File: config.mk
export PLATFORM = sky130hd
export DESIGN_NAME = svga_text_pixel_pipe
export DESIGN_NICKNAME = d
export VERILOG_FILES = /design/src/rtl/svga_text_pixel_pipe_pkg.sv /design/src/rtl/svga_dot_shifter.sv /design/src/rtl/svga_text_pixel_pipe.sv
export SDC_FILE = /design/constraint.sdc
export NUM_CORES = 1
export LEC_CHECK = 0
export ABC_CLOCK_PERIOD_IN_PS = 2700
export CAP_MARGIN = 0
export CORE_MARGIN = 10
export CORE_UTILIZATION = 42
export CTS_CLUSTER_SIZE = 16
export DETAILED_ROUTE_END_ITERATION = 16
export PLACE_DENSITY = 0.89
export SLEW_MARGIN = 15
export SYNTH_ARGS = -nofsm -noshare
export SYNTH_HDL_FRONTEND = slang
export SYNTH_SLANG_ARGS = --single-unit
File: constraint.sdc
create_clock -name pixel_clock -period 2.7 [get_ports pixel_clock]
set_clock_uncertainty 0.15 [all_clocks]
set_input_delay 0.27 -clock pixel_clock [delete_from_list [all_inputs] [get_ports pixel_clock]]
set_output_delay 0.27 -clock pixel_clock [all_outputs]
set_load 0.03 [all_outputs]
File: src/rtl/svga_text_pixel_pipe_pkg.sv
// Shared geometry, cursor window and cell-phase constants for the SVGA text pixel pipeline.
package svga_text_pixel_pipe_pkg;

  localparam int TEXT_COLS         = 32;
  localparam int TEXT_ROWS         = 16;
  localparam int FONT_ROWS         = 12;
  localparam int CURSOR_FIRST_LINE = 20;
  localparam int DOT_W             = 8;

  localparam int COL_W      = $clog2(TEXT_COLS);
  localparam int ROW_W      = $clog2(TEXT_ROWS);
  localparam int FONT_ROW_W = $clog2(FONT_ROWS);

  localparam logic [3:0] SP_VRAM_RD   = 4'd0;
  localparam logic [3:0] SP_CODE      = 4'd2;
  localparam logic [3:0] SP_FONT_ADDR = 4'd3;
  localparam logic [3:0] SP_FONT_Q    = 4'd5;
  localparam logic [3:0] SP_LOAD      = 4'd6;

  // Out-of-range rows/columns wrap by truncation; the border mask hides them.
  function automatic logic [ROW_W+COL_W-1:0] cell_addr(input logic [ROW_W-1:0] row,
                                                       input logic [COL_W-1:0] col);
    return {row, col};
  endfunction

endpackage

File: src/rtl/svga_dot_shifter.sv
// Font-row dot shifter: parallel load with optional inversion, MSB-first left shift.
module svga_dot_shifter
  import svga_text_pixel_pipe_pkg::*;
(
  input  logic             pixel_clock,
  input  logic             reset,
  input  logic             load,
  input  logic             shift,
  input  logic             invert,
  input  logic [DOT_W-1:0] din,
  output logic             dot
);

  logic [DOT_W-1:0] shifter_q, shifter_d;

  always_comb begin
    shifter_d = shifter_q;
    if (load) begin
      shifter_d = din ^ {DOT_W{invert}};
    end else if (shift) begin
      shifter_d = {shifter_q[DOT_W-2:0], 1'b0};
    end
  end

  always_ff @(posedge pixel_clock or posedge reset) begin
    if (reset) begin
      shifter_q <= '0;
    end else begin
      shifter_q <= shifter_d;
    end
  end

  assign dot = shifter_q[DOT_W-1];

endmodule

File: src/rtl/svga_text_pixel_pipe.sv
// Text-mode pixel pipeline: per-cell VRAM and font fetch, dot serialisation,
// inverse video, blinking cursor, border/blank mux and sync alignment.
module svga_text_pixel_pipe
  import svga_text_pixel_pipe_pkg::*;
#(
  parameter int RGB_W     = 12,
  parameter int FLASH_BIT = 4
) (
  input  logic             pixel_clock,
  input  logic             reset,
  input  logic             text_en,
  input  logic [6:0]       char_column,
  input  logic [6:0]       char_line,
  input  logic [3:0]       subchar_pixel,
  input  logic [4:0]       subchar_line,
  input  logic             h_synch_in,
  input  logic             v_synch_in,
  input  logic             blank_in,
  input  logic             show_border_in,
  output logic [8:0]       vram_addr,
  output logic             vram_rd,
  input  logic [7:0]       vram_data,
  output logic [10:0]      font_addr,
  input  logic [7:0]       font_data,
  input  logic [RGB_W-1:0] fg_rgb,
  input  logic [RGB_W-1:0] bg_rgb,
  input  logic [RGB_W-1:0] border_rgb,
  input  logic             cursor_en,
  input  logic [8:0]       cursor_addr,
  output logic [RGB_W-1:0] rgb,
  output logic             h_synch_out,
  output logic             v_synch_out,
  output logic             blank_out
);

  logic [8:0]       vram_addr_q, vram_addr_d;
  logic             vram_rd_q, vram_rd_d;
  logic [7:0]       code_q, code_d;
  logic             inv_q, inv_d;
  logic             cur_hit_q, cur_hit_d;
  logic [10:0]      font_addr_q, font_addr_d;
  logic [7:0]       font_q, font_d;
  logic [7:0]       frame_q, frame_d;
  logic             vsync_prev_q, vsync_prev_d;
  logic [RGB_W-1:0] rgb_q, rgb_d;
  logic             h_synch_q, v_synch_q, blank_q;

  logic shift_load, shift_en, shift_inv, dot;
  logic cursor_window;

  logic unused_bits;
  assign unused_bits = ^{char_column[6:COL_W], char_line[6:ROW_W], subchar_line[0]};

  assign cursor_window = (subchar_line >= 5'(CURSOR_FIRST_LINE));

  always_comb begin
    vram_addr_d  = vram_addr_q;
    vram_rd_d    = 1'b0;
    code_d       = code_q;
    inv_d        = inv_q;
    cur_hit_d    = cur_hit_q;
    font_addr_d  = font_addr_q;
    font_d       = font_q;
    frame_d      = frame_q;
    vsync_prev_d = v_synch_in;
    rgb_d        = bg_rgb;

    // Stage sp=0: issue VRAM read for the cell (repeats harmlessly while sp parks at 0)
    if (subchar_pixel == SP_VRAM_RD) begin
      vram_addr_d = cell_addr(char_line[ROW_W-1:0], char_column[COL_W-1:0]);
      vram_rd_d   = 1'b1;
    end
    // Stage sp=2: capture character code, attribute and cursor match
    if (subchar_pixel == SP_CODE) begin
      code_d    = vram_data;
      inv_d     = vram_data[7];
      cur_hit_d = cursor_en && (vram_addr_q == cursor_addr);
    end
    // Stage sp=3: font row address; each font row spans two scan lines
    if (subchar_pixel == SP_FONT_ADDR) begin
      font_addr_d = {code_q[6:0], subchar_line[FONT_ROW_W:1]};
    end
    // Stage sp=5: capture font row
    if (subchar_pixel == SP_FONT_Q) begin
      font_d = font_data;
    end

    if (v_synch_in && !vsync_prev_q) begin
      frame_d = frame_q + 8'd1;
    end

    // Output stage: colour select, blank dominates border dominates text
    if (blank_in) begin
      rgb_d = '0;
    end else if (show_border_in) begin
      rgb_d = border_rgb;
    end else if (!text_en) begin
      rgb_d = bg_rgb;
    end else if (dot) begin
      rgb_d = fg_rgb;
    end else begin
      rgb_d = bg_rgb;
    end
  end

  // Stage sp=6 loads the shifter; every other even phase shifts, giving 2-clock dots
  assign shift_load = (subchar_pixel == SP_LOAD);
  assign shift_en   = !subchar_pixel[0] && !shift_load;
  assign shift_inv  = inv_q ^ (cur_hit_q & frame_q[FLASH_BIT] & cursor_window);

  svga_dot_shifter u_dot_shifter (
    .pixel_clock (pixel_clock),
    .reset       (reset),
    .load        (shift_load),
    .shift       (shift_en),
    .invert      (shift_inv),
    .din         (font_q),
    .dot         (dot)
  );

  always_ff @(posedge pixel_clock or posedge reset) begin
    if (reset) begin
      vram_addr_q  <= '0;
      vram_rd_q    <= 1'b0;
      code_q       <= '0;
      inv_q        <= 1'b0;
      cur_hit_q    <= 1'b0;
      font_addr_q  <= '0;
      font_q       <= '0;
      frame_q      <= '0;
      vsync_prev_q <= 1'b0;
      rgb_q        <= '0;
      h_synch_q    <= 1'b0;
      v_synch_q    <= 1'b0;
      blank_q      <= 1'b0;
    end else begin
      vram_addr_q  <= vram_addr_d;
      vram_rd_q    <= vram_rd_d;
      code_q       <= code_d;
      inv_q        <= inv_d;
      cur_hit_q    <= cur_hit_d;
      font_addr_q  <= font_addr_d;
      font_q       <= font_d;
      frame_q      <= frame_d;
      vsync_prev_q <= vsync_prev_d;
      rgb_q        <= rgb_d;
      h_synch_q    <= h_synch_in;
      v_synch_q    <= v_synch_in;
      blank_q      <= blank_in;
    end
  end

  assign vram_addr   = vram_addr_q;
  assign vram_rd     = vram_rd_q;
  assign font_addr   = font_addr_q;
  assign rgb         = rgb_q;
  assign h_synch_out = h_synch_q;
  assign v_synch_out = v_synch_q;
  assign blank_out   = blank_q;

endmodule

Word-level counts from Yosys, hierarchy flattened --
Cells that the tools add are included.
Operators by class: reductions and logical operators 8, add/sub/neg operators 1, muxes and demuxes 7, bitwise operators 4, eq/ne operators 5, magnitude comparators 1
Operators by type and width (count):
- two-way mux 12 bit | 4
- two-way mux 8 bit | 2
- equality test 9 bit | 1
- adder 8 x 1 -> 8 bit, second input constant | 1
- equality test 4 x 2 -> 1 bit, second input constant | 2
- equality test 4 x 3 -> 1 bit, second input constant | 2
- bitwise XOR 8 bit | 1
- greater-or-equal comparator 5 bit, second input constant | 1
- logical NOT 4 bit | 1
- logical AND 1 bit | 3
- logical NOT 1 bit | 3
- AND 1 bit | 2
- nonzero test 2 bit | 1
- two-way mux 1 bit | 1
- bitwise XOR 1 bit | 1
Storage, ports and cells: bits of input ports 92, logic and storage cells 39, register bits after elaboration 69, output and inout bits 36

Depth between registers and ports, before layout --
Gate-level depths: netlist of run 1.
depth in word-level cells 5, depth in mapped cells 5, mapped depth without buffers 4

Hierarchy --
From an unflattened synthesis of run 1, not the netlist that was laid out.
Unflattened totals: cell total of the unflattened synthesis 221, area, all modules 2944.1 µm²
Modules (own cells, without submodules):
- svga_text_pixel_pipe | times used 1, area each 2484.9 µm², cells each 185, sequential area each 1451.4 µm²
- svga_dot_shifter | times used 1, area each 459.2 µm², cells each 36, sequential area each 200.2 µm²

Least setup slack after synthesis of run 1 --
Ideal clock, no wire load.
path kind register to register, start point reg frame_q[4], end point reg u_dot_shifter.shifter_q[1], cell stages (with the launch flop) 6, required time 2.425 ns, slack 1.250 ns, arrival time 1.175 ns, library setup time 0.125 ns, path buffers 1, clock period less this slack 1.450 ns, cell sequence dfrtp_1 -> o2111a_1 -> clkbuf_2 -> xnor2_1 -> o21ai_0 -> mux2_2
On the way: word-level cells in the longest chain between the ends 5
Ends and longest elaborated chain:
- start, declared | RTL line svga_text_pixel_pipe.sv:43 | logic [7:0] frame_q, frame_d;
- start signal, assigned | RTL line svga_text_pixel_pipe.sv:144 | frame_q <= frame_d;
- AND 1 bit (2 in series) | RTL line svga_text_pixel_pipe.sv:109 | assign shift_inv = inv_q ^ (cur_hit_q & frame_q[FLASH_BIT] & cursor_window);
- bitwise XOR 1 bit | RTL line svga_text_pixel_pipe.sv:109
- bitwise XOR 8 bit | RTL line svga_dot_shifter.sv:19 | shifter_d = din ^ {DOT_W{invert}};
- two-way mux 8 bit | RTL line svga_dot_shifter.sv:18 | if (load) begin
- end signal, assigned | RTL line svga_dot_shifter.sv:29 | shifter_q <= shifter_d;
- end, declared | RTL line svga_dot_shifter.sv:14 | logic [DOT_W-1:0] shifter_q, shifter_d;
Every way passes these cells. A chain may end at the register's enable or synchronous reset.

Worst setup path after layout of run 1 --
start point reg vram_addr_q[1] (netlist: vram_addr[1]), end point out vram_addr[1]
RTL lines:
- start, declared | RTL line svga_text_pixel_pipe.sv:36 | logic [8:0] vram_addr_q, vram_addr_d;
- start signal, assigned | RTL line svga_text_pixel_pipe.sv:137 | vram_addr_q <= vram_addr_d;
- end, declared | RTL line svga_text_pixel_pipe.sv:20 | output logic [8:0] vram_addr,
No word-level cell between the ends.

==> results of run 1 <==
==> final timing paths <==
| check | to | slack, ps | cells after the start | from |
|---|---|---|---|---|
| setup / recovery | vram_addr[1] | 850 | 1 | vram_addr[1] |
| hold / removal | u_dot_shifter.shifter_q[0] | 160 | 2 | reset |
| setup reg to reg | u_dot_shifter.shifter_q[5] | 1000 | 4 | frame_q[4] |
| hold reg to reg | frame_q[3] | 340 | 1 | frame_q[3] |
| max in group asynchronous | vram_addr[2] | 1630 | 3 | reset |
| min in group pixel_clock | h_synch_out | 230 | 1 | h_synch_in |
==> layout by cell type, fill, tap and decap left out <==
cell                              netlist  routed
sky130_fd_sc_hd__buf_12                 0       1
sky130_fd_sc_hd__nor4_4                 1       1
sky130_fd_sc_hd__nor3_1                 1       1
sky130_fd_sc_hd__nor4bb_1               1       1
sky130_fd_sc_hd__o2111a_1               1       1
sky130_fd_sc_hd__nor2_1                12      12
sky130_fd_sc_hd__ha_1                   1       1
sky130_fd_sc_hd__clkdlybuf4s50_1        0     121
sky130_fd_sc_hd__o21ai_0                7       7
sky130_fd_sc_hd__o31ai_1                1       1
sky130_fd_sc_hd__dfrtp_1               66      66
sky130_fd_sc_hd__nand2_1               12      12
sky130_fd_sc_hd__nor3_2                 1       1
sky130_fd_sc_hd__nor4b_4                1       1
sky130_fd_sc_hd__xnor2_1               20      20
sky130_fd_sc_hd__inv_2                  0       1
sky130_fd_sc_hd__clkinv_4               0       1
sky130_fd_sc_hd__mux2_2                57      57
sky130_fd_sc_hd__nand4_1                4       4
sky130_fd_sc_hd__mux2i_1               12      12
sky130_fd_sc_hd__inv_6                  0       2
sky130_fd_sc_hd__clkbuf_8               0       9
sky130_fd_sc_hd__buf_4                  2       5
sky130_fd_sc_hd__clkinvlp_4             0       2
sky130_fd_sc_hd__nor2b_1                1       1
sky130_fd_sc_hd__bufinv_16              0       2
sky130_fd_sc_hd__nand3b_1               1       1
sky130_fd_sc_hd__xor2_1                 9       9
==> routing by layer <==
layer,up-vias,GRT usage [%],wire [µm]
met5,-,0,0
met4,0,5.77,108
met3,10,7.00,653
met2,75,26.0,4170
met1,1052,13.8,2700
li1,1016,-,-
==> sequential cells by signal, summed over array words and instances (netlist names) <==
name	count
font_addr	11
u_dot_shifter.shifter_q	8
frame_q	5
h_synch_out	1
vram_addr	9
rgb	12
cur_hit_q	1
v_synch_out	1
code_q	7
inv_q	1
vram_rd	1
font_q	8
blank_out	1
==> power breakdown <==
part / internal (mW) / switching, mW
logic: 0.574 / 0.467
registers: 1.21 / 0.156
clock network: 0.527 / 0.407
total: 2.31 / 1.03
==> stage by stage <==
step,setup WS [ps],cell area (µm²),cells
finish,851,4550,449
global route,729,4550,449
CTS,823,4550,449
detailed placement,508,4330,433
global placement,569,4330,433
floorplan,625,2990,219
==> kinds of logic (layout without fill, tap and decap cells) <==
logic type	count (synthesis)	count (layout)	synth area share (%)
simple gates	35	35	6.66
mux	69	69	25.5
buf+inv	10	144	1.76
flops	66	66	55.3
fa+ha+maj	1	1	0.419
compound gates	9	9	1.80
xor+xnor	29	29	8.51
==> cell type report <==
class | count | share of cell area (%)
clock buffers | 9 | 2.72
clock inverters | 7 | 2.23
inverters | 1 | 0.0825
multi-input cells | 143 | 28.2
flip-flops and latches | 66 | 36.3
well taps | 96 | 2.64
repair buffers | 127 | 27.9
==> results.md, run 1 <==
• **total of max-cap violations** 0
• **fmax** 0.541 GHz
• **number of antenna violations at the first check in global routing** 0
• **number of buffers inserted by hold repair at cts** 0
• **final wirelength** 7.63 mm
• **top fanout value on the critical path** 3
• **synth warn** 0
• **share of the synthesized area in the top cell type** 55.3%
• **sequential-to-total area share from yosys stat** 55.3%
• **number of antenna-violating nets in the routed design** 0
• **number of flops mapped to enable cells by yosys** 0
• **initial core utilization** 43.5%
• **run status** finished, final reports clean
• **nature of the critical path endpoint** output port
• **TritonCTS clock tree** built
• **cell type with the highest aggregate area in the netlist** sky130_fd_sc_hd__dfrtp_1
• **footprint of the flip-flops and latches** 1650 µm²
• **weighted congestion reported at the end of routability-driven placement** 0.716
• **Post-Synthesis Cell Area** 2990 µm²
• **Async S/R FF share, synth** 100%
• **Avg Vias per Cell** 4.80
• **clock network latency to the later pin of the worst-skew pair** 340 ps
• **Sum Neg Setup Slack** 0 ps
• **Clock H-tree levels** 3
• **CP cell instances** clkdlybuf4s50_1
• **maximum number of pins on one net before global-route repair** 40
• **net count of the mapped netlist** 312
• **most common flop cell mapped by yosys** sky130_fd_sc_hd__dfrtp_1
• **total half-perimeter wirelength after legalization and detailed placement** 6.02 mm
• **Slew Limit Headroom** 51.3%
• **type of the most critical hold path** input port to asynchronous set/reset pin
• **Antenna Cells** 0
• **layout cell share with drive strength beyond 1** 23.5%
• **maximum vdd drop** 0.000443 V
• **total area of multi-input combinational cells** 1280 µm²
• **total congestion overflow after global routing** 0
• **pin slew with the least headroom to its limit** 728 ps
• **input/output buffers** 121
• **layout overhead on the synthesized area** 52.4%
• **Pwr Total** 3.34 mW
• **Post-CTS Setup Repair Bufs** 0
• **total die area** 10900 µm²
• **post-synthesis area per instance** 13.6 µm²
• **number of cells upsized or downsized after cts** 0
• **type of the worst setup path** flop to output port
• **total clock buffers created by CTS** 9
• **Gate Count Post-Synth** 219
• **time the worst path needs with I/O delays and setup** 1850 ps
• **Hold Violations, Final** 0
• **pins over their slew limit** 0
• **count of fill cells added during filler insertion** 544
• **Critical Path Slowest Stage Cell** sky130_fd_sc_hd__clkdlybuf4s50_1
• **power density of the placed cells** 735 nW/µm²
• **required time at the endpoint of the critical path** 2280 ps
• **critical path arrival** 1430 ps
• **Routed wire per std cell** 17.0 µm
• **global-route wire length before repair** 12.6 mm
• **count of final setup violators** 0
• **total iterations of the first detailed-routing run** 5
• **worst hold slack** 157 ps
• **cell chosen for the clock root** sky130_fd_sc_hd__clkbuf_8
• **Die X** 104 µm
• **most frequent cell after synthesis** sky130_fd_sc_hd__dfrtp_1
• **DRT iter0 DRCs** 40
• **final core utilization** 66.2%
• **category of the worst setup path launch point** flop
• **Seq cells post-synth** 66
• **Std-Cell Core Area** 6870 µm²
• **post-route DRC violation count** 0
• **Die Ht** 104 µm
• **RSZ-0062 raised after global routing** false
• **kind of cell adding the most delay to the critical path** buffers and inverters
• **clock slew seen by the registers of the worst setup and hold paths** 80 ps
• **CTS sink count** 66
• **global-route total usage across every layer** 14.5%
• **net count of the finished layout** 441
• **buffer depth of the longest clock path** 2
• **total number of placement rows** 30
• **Leakage** 1.90 nW
• **count of unique library cells instantiated by Yosys** 24
• **vias in the first global route** 2548
• **Vias** 2153
• **count of buffering cells on the critical path with inverters included** 1
• **final clock period utilization by the worst path** 68.5%
• **most frequent cells after synthesis** sky130_fd_sc_hd__dfrtp_1, sky130_fd_sc_hd__mux2_2, sky130_fd_sc_hd__xnor2_1
• **cell types with the largest area share after synthesis** sky130_fd_sc_hd__dfrtp_1, sky130_fd_sc_hd__mux2_2, sky130_fd_sc_hd__xnor2_1
• **count of pins on the block boundary** 128
• **CP peak stage delay** 700 ps
(Power assumes the default switching activity.)
==> inputs of run 2 (changes only) <==
--- a/config.mk
+++ b/config.mk
@@ -5,7 +5,7 @@
 export SDC_FILE = /design/constraint.sdc
 export NUM_CORES = 1
 export LEC_CHECK = 0
-export ABC_CLOCK_PERIOD_IN_PS = 2700
+export ABC_CLOCK_PERIOD_IN_PS = 1900
 export CAP_MARGIN = 0
 export CORE_MARGIN = 10
 export CORE_UTILIZATION = 42
==> constraint.sdc (replaced) <==
create_clock -name pixel_clock -period 1.9 [get_ports pixel_clock]
set_clock_uncertainty 0.15 [all_clocks]
set_input_delay 0.19 -clock pixel_clock [delete_from_list [all_inputs] [get_ports pixel_clock]]
set_output_delay 0.19 -clock pixel_clock [all_outputs]
set_load 0.03 [all_outputs]
==> run 2 against run 1 <==
Effect of this change:
- die area did not move
- wire length down 0.51%
- clock-buffer cell count up 3
- largest power group unchanged
==> results.md, run 2 (same netlist as run 1, synthesis figures left out) <==
• **TritonCTS clock tree** built
• **maximum number of pins on one net before global-route repair** 67, +68%
• **initial core utilization** 43.5%, unchanged
• **critical path arrival** 1430 ps, about the same
• **final worst setup slack** 135 ps, -716 ps
• **total clock buffers created by CTS** 9, unchanged
• **commonest non-fill, non-tap cell in the layout** sky130_fd_sc_hd__clkdlybuf4s50_1
• **DRT iter0 DRCs** 35, -13%
• **Critical Path Slowest Stage Cell** sky130_fd_sc_hd__clkdlybuf4s50_1
• **Slew Limit Headroom** 68.3%, +17 points
• **vias in the first global route** 2402, -5.7%
• **global-route total usage across every layer** 13.8%, -0.67 points
• **total of max-cap violations** 0, unchanged
• **power density of the placed cells** 1010 nW/µm², +37%
• **fmax** 0.566 GHz
• **weighted congestion reported at the end of routability-driven placement** 0.738, +3.1%
• **commonest cells after routing, fill and taps aside** sky130_fd_sc_hd__clkdlybuf4s50_1, sky130_fd_sc_hd__dfrtp_1, sky130_fd_sc_hd__mux2_2
• **RSZ-0062 raised after global routing** false
• **Die X** 104 µm, unchanged
• **maximum vdd drop** 0.000561 V, +27%
• **pin slew with the least headroom to its limit** 475 ps, -253 ps
• **final wirelength** 7.59 mm, -0.51%
• **post-route DRC violation count** 0, unchanged
• **Leakage** 1.92 nW, +0.98%
• **clock network latency to the later pin of the worst-skew pair** 330 ps, about the same
• **CTS sink count** 66, unchanged
• **nature of the critical path endpoint** output port
• **dpl ws** -112 ps, -620 ps
• **layout overhead on the synthesized area** 53.7%
• **type of the worst setup path** flop to output port
• **final clock period utilization by the worst path** 92.9%
• **max reg flops** 12, unchanged
• **Post-CTS Setup Repair Bufs** 0, unchanged
• **buffer depth of the longest clock path** 2, unchanged
• **type of the most critical hold path** input port to flop
• **footprint of the flip-flops and latches** 1650 µm², unchanged
• **run status** finished, final reports clean
• **worst reg2reg setup slack** 250 ps, -750 ps
• **total area of multi-input combinational cells** 1280 µm², unchanged
• **cell chosen for the clock root** sky130_fd_sc_hd__clkbuf_8
• **net count of the finished layout** 446, +1.1%
• **Vias** 2161, +0.37%
• **total number of placement rows** 30, unchanged
• **CP cell instances** clkdlybuf4s50_1
• **count of final setup violators** 0, unchanged
• **count of fill cells added during filler insertion** 549, +0.92%
• **layout cell share with drive strength beyond 1** 24.0%, +0.51 points
• **Hold Violations, Final** 0, unchanged
• **total die area** 10900 µm², unchanged
• **Antenna Cells** 0, unchanged
• **required time at the endpoint of the critical path** 1560 ps, -720 ps
• **total half-perimeter wirelength after legalization and detailed placement** 6.05 mm, +0.46%
• **Sum Neg Setup Slack** 0 ps, unchanged
• **number of cells upsized or downsized after cts** 0, unchanged
• **final core utilization** 66.8%, +0.55 points
• **input/output buffers** 121, unchanged
• **category of the worst setup path launch point** flop
• **Std-Cell Core Area** 6870 µm², unchanged
• **Avg Vias per Cell** 4.76, -0.73%
• **Die Ht** 104 µm, unchanged
• **clock slew seen by the registers of the worst setup and hold paths** 60 ps, -20 ps
• **total iterations of the first detailed-routing run** 4, -1
• **Clock H-tree levels** 3, unchanged
• **CP Launch Point** vram_addr[4]
• **number of antenna violations at the first check in global routing** 0, unchanged
• **top fanout value on the critical path** 3, unchanged
• **number of antenna-violating nets in the routed design** 0, unchanged
• **pins over their slew limit** 0, unchanged
• **kind of cell adding the most delay to the critical path** buffers and inverters
• **number of buffers inserted by hold repair at cts** 0, unchanged
• **CP peak stage delay** 720 ps, +20 ps
• **Routed wire per std cell** 16.7 µm, -1.6%
• **count of pins on the block boundary** 128, unchanged
• **beginning of the worst register-to-register path** frame_q[4]
• **global-route wire length before repair** 12.2 mm, -3.5%
• **Worst Min Path Start** h_synch_in
• **total congestion overflow after global routing** 0, unchanged
• **time the worst path needs with I/O delays and setup** 1770 ps
• **count of buffering cells on the critical path with inverters included** 1, unchanged
• **Pwr Total** 4.61 mW, +38%
==> run 2: cell types whose count changed in the layout (fill, tap and decap cells not counted), sizes merged <==
cell / previous run / this run
clkinv: 1 / 2
clkbuf: 9 / 12
buf: 6 / 11
bufinv: 2 / 1
inv: 3 / 0
==> run 2: area by class of cell <==
type                            instances  area share [%]
Multi-Input combinational cell        143            27.9
Clock buffer                           12            3.16
Timing Repair Buffer                  132            29.0
Clock inverter                          4            1.12
Tap cell                               96            2.62
Inverter                                1           0.164
Sequential cell                        66            36.0
==> run 2: final timing paths <==
kind	end	cells past startpoint
worst min-delay path	h_synch_out	1
max in group asynchronous	h_synch_out	3
min in group asynchronous	vram_addr[8]	3
worst max-delay path	vram_addr[4]	1
worst max register to register	u_dot_shifter.shifter_q[7]	4
worst min register to register	frame_q[3]	1
==> run 2: through the flow <==
stage	hold WS, ps	area, µm²	cells
floorplan	71.4	2990	219
global placement	309	4390	438
detailed placement	325	4390	438
CTS	143	4590	454
global route	144	4590	454
finish	153	4590	454
==> run 2: report_power, final <==
| group | internal, mW | total, mW | leakage (nW) | switching (mW) |
|---|---|---|---|---|
| registers | 1.72 | 1.94 | 0.817 | 0.214 |
| clock network | 0.643 | 1.16 | 0.0966 | 0.517 |
| logic | 0.839 | 1.51 | 1.01 | 0.675 |
| total | 3.21 | 4.61 | 1.92 | 1.41 |
==> run 2: per-layer routing <==
| metal | vias up | global-route usage (%) | share of wire [%] |
|---|---|---|---|
| met5 | - | 0 | 0 |
| met2 | 70 | 24.1 | 53 |
| met3 | 13 | 5.45 | 7.5 |
| met4 | 0 | 5.86 | 2.0 |
| li1 | 1020 | - | - |
| met1 | 1058 | 14.4 | 37 |
==> inputs of run 3 (changes only) <==
--- a/config.mk
+++ b/config.mk
@@ -11,7 +11,7 @@
 export CORE_UTILIZATION = 42
 export CTS_CLUSTER_SIZE = 16
 export DETAILED_ROUTE_END_ITERATION = 16
-export PLACE_DENSITY = 0.89
+export PLACE_DENSITY = 0.86
 export SLEW_MARGIN = 15
 export SYNTH_ARGS = -nofsm -noshare
 export SYNTH_HDL_FRONTEND = slang
==> run 3 against run 2 <==
Effect of this change:
- hold slack got worse by 22 ps
- combinational power barely moved
- first-iteration DRC count rose by 110%
- die area did not move
- clock-buffer cell count did not move
- sequential share of layout area barely moved
- sequential power barely moved
- core utilization barely moved
- largest cell class unchanged
- non-clock buffer count did not move
- global-route usage barely moved
- cell area barely moved
==> results.md, run 3 (same netlist as run 1, synthesis figures left out) <==
• **run status** finished, final reports clean
• **Vias** 2119, -1.9%
• **initial core utilization** 43.5%, unchanged
• **worst hold slack** 131 ps, -22.0 ps
• **net count of the finished layout** 446, unchanged
• **count of fill cells added during filler insertion** 543, -1.1%
• **Avg Vias per Cell** 4.68, -1.7%
• **Std-Cell Core Area** 6870 µm², unchanged
• **total area of multi-input combinational cells** 1280 µm², unchanged
• **total iterations of the first detailed-routing run** 4, unchanged
• **count of final setup violators** 0, unchanged
• **fmax** 0.566 GHz, -0.14%
• **number of antenna-violating nets in the routed design** 0, unchanged
• **count of buffering cells on the critical path with inverters included** 1, unchanged
• **number of buffers inserted by hold repair at cts** 0, unchanged
• **time the worst path needs with I/O delays and setup** 1770 ps, +2.40 ps
• **Slew Limit Headroom** 65.8%, -2.5 points
• **kind of cell adding the most delay to the critical path** buffers and inverters
• **final cell area excluding filler cells** 4590 µm², about the same
• **CP peak stage delay** 710 ps, about the same
• **post-route DRC violation count** 0, unchanged
• **Post-CTS Setup Repair Bufs** 0, unchanged
• **Die X** 104 µm, unchanged
• **total die area** 10900 µm², unchanged
• **pins over their slew limit** 0, unchanged
• **top fanout value on the critical path** 3, unchanged
• **RSZ-0062 raised after global routing** false
• **nature of the critical path endpoint** output port
• **Antenna Cells** 0, unchanged
• **Critical Path Slowest Stage Cell** sky130_fd_sc_hd__clkdlybuf4s50_1
• **CP cell instances** clkdlybuf4s50_1
• **input/output buffers** 121, unchanged
• **type of the worst setup path** flop to output port
• **Leakage** 1.92 nW, +0.10%
• **max reg flops** 12, unchanged
• **category of the worst setup path launch point** flop
• **maximum vdd drop** 0.000556 V, -0.96%
• **required time at the endpoint of the critical path** 1560 ps, about the same
• **total number of placement rows** 30, unchanged
• **commonest non-fill, non-tap cell in the layout** sky130_fd_sc_hd__clkdlybuf4s50_1
• **commonest cells after routing, fill and taps aside** sky130_fd_sc_hd__clkdlybuf4s50_1, sky130_fd_sc_hd__dfrtp_1, sky130_fd_sc_hd__mux2_2
• **number of antenna violations at the first check in global routing** 0, unchanged
• **type of the most critical hold path** input port to asynchronous set/reset pin
• **total of max-cap violations** 0, unchanged
• **TritonCTS clock tree** built
• **final clock period utilization by the worst path** 93.0%, +0.13 points
• **pin slew with the least headroom to its limit** 513 ps, +37.5 ps
• **Die Ht** 104 µm, unchanged
• **Sum Neg Setup Slack** 0 ps, unchanged
• **maximum number of pins on one net before global-route repair** 67, unchanged
• **total congestion overflow after global routing** 0, unchanged
• **layout cell share with drive strength beyond 1** 23.8%, -0.21 points
• **clock network latency to the later pin of the worst-skew pair** 330 ps, about the same
• **clock slew seen by the registers of the worst setup and hold paths** 70 ps, about the same
• **final wirelength** 7.49 mm, -1.3%
• **weighted congestion reported at the end of routability-driven placement** 0.705, -4.4%
• **Clock H-tree levels** 3, unchanged
• **layout overhead on the synthesized area** 53.7%, about the same
• **count of pins on the block boundary** 128, unchanged
• **critical path arrival** 1430 ps, about the same
• **global-route wire length before repair** 12.3 mm, +1.2%
• **buffer depth of the longest clock path** 2, unchanged
• **footprint of the flip-flops and latches** 1650 µm², unchanged
• **DRT iter0 DRCs** 73, +110%
• **total half-perimeter wirelength after legalization and detailed placement** 5.84 mm, -3.3%
• **Hold Violations, Final** 0, unchanged
• **Routed wire per std cell** 16.5 µm, -1.1%
• **global-route total usage across every layer** 13.9%, +0.048 points
• **vias in the first global route** 2414, +0.50%
• **total clock buffers created by CTS** 9, unchanged
• **total placed instance area** 4400 µm², +0.28%
• **cell chosen for the clock root** sky130_fd_sc_hd__clkbuf_8
• **number of cells upsized or downsized after cts** 0, unchanged
• **CTS sink count** 66, unchanged
• **power density of the placed cells** 998 nW/µm², -0.73%
## run 3: worst paths after layout
| check | cells past startpoint | from | slack [ps] | endpoint |
|---|---|---|---|---|
| max | 1 | vram_addr[2] | 130 | vram_addr[2] |
| min | 3 | reset | 130 | vram_addr[5] |
| max reg2reg | 4 | frame_q[4] | 170 | u_dot_shifter.shifter_q[5] |
| min reg2reg | 2 | u_dot_shifter.shifter_q[0] | 340 | u_dot_shifter.shifter_q[0] |
| max in group asynchronous | 3 | reset | 1160 | h_synch_out |
| min in group pixel_clock | 1 | h_synch_in | 170 | h_synch_out |
## run 3: cell type report
class	count	share of cell area, %
Tap cell	96	2.62
Sequential cell	66	36.0
Clock buffer	12	3.16
Inverter	1	0.164
Clock inverter	3	0.872
Multi-Input combinational cell	143	27.9
Timing Repair Buffer	132	29.3
## run 3: per-layer routing
metal  track usage, %  wire [µm]  vias up
met2             25.3       4110       62
li1                 -          -     1027
met4             4.27         63        0
met5                0          0        -
met1             14.1       2780     1022
met3             5.45        544        8
## run 3: report_power, final
part | total, mW | switching (mW) | internal, mW | leakage [nW]
clock | 1.12 | 0.491 | 0.632 | 0.0962
combinational | 1.51 | 0.668 | 0.840 | 1.01
sequential | 1.95 | 0.224 | 1.72 | 0.817
total | 4.58 | 1.38 | 3.20 | 1.92
## run 3: per-stage QoR
stage	setup WS [ps]	total power, mW	util [%]	std cells
2_1_floorplan	450	2.83	-	219
3_3_place_gp	-84.7	3.44	64.1	438
3_5_place_dp	-119	3.50	64.1	438
4_1_cts	114	4.65	66.8	453
5_1_grt	82.8	4.86	66.8	453
6_report	132	4.58	66.8	453
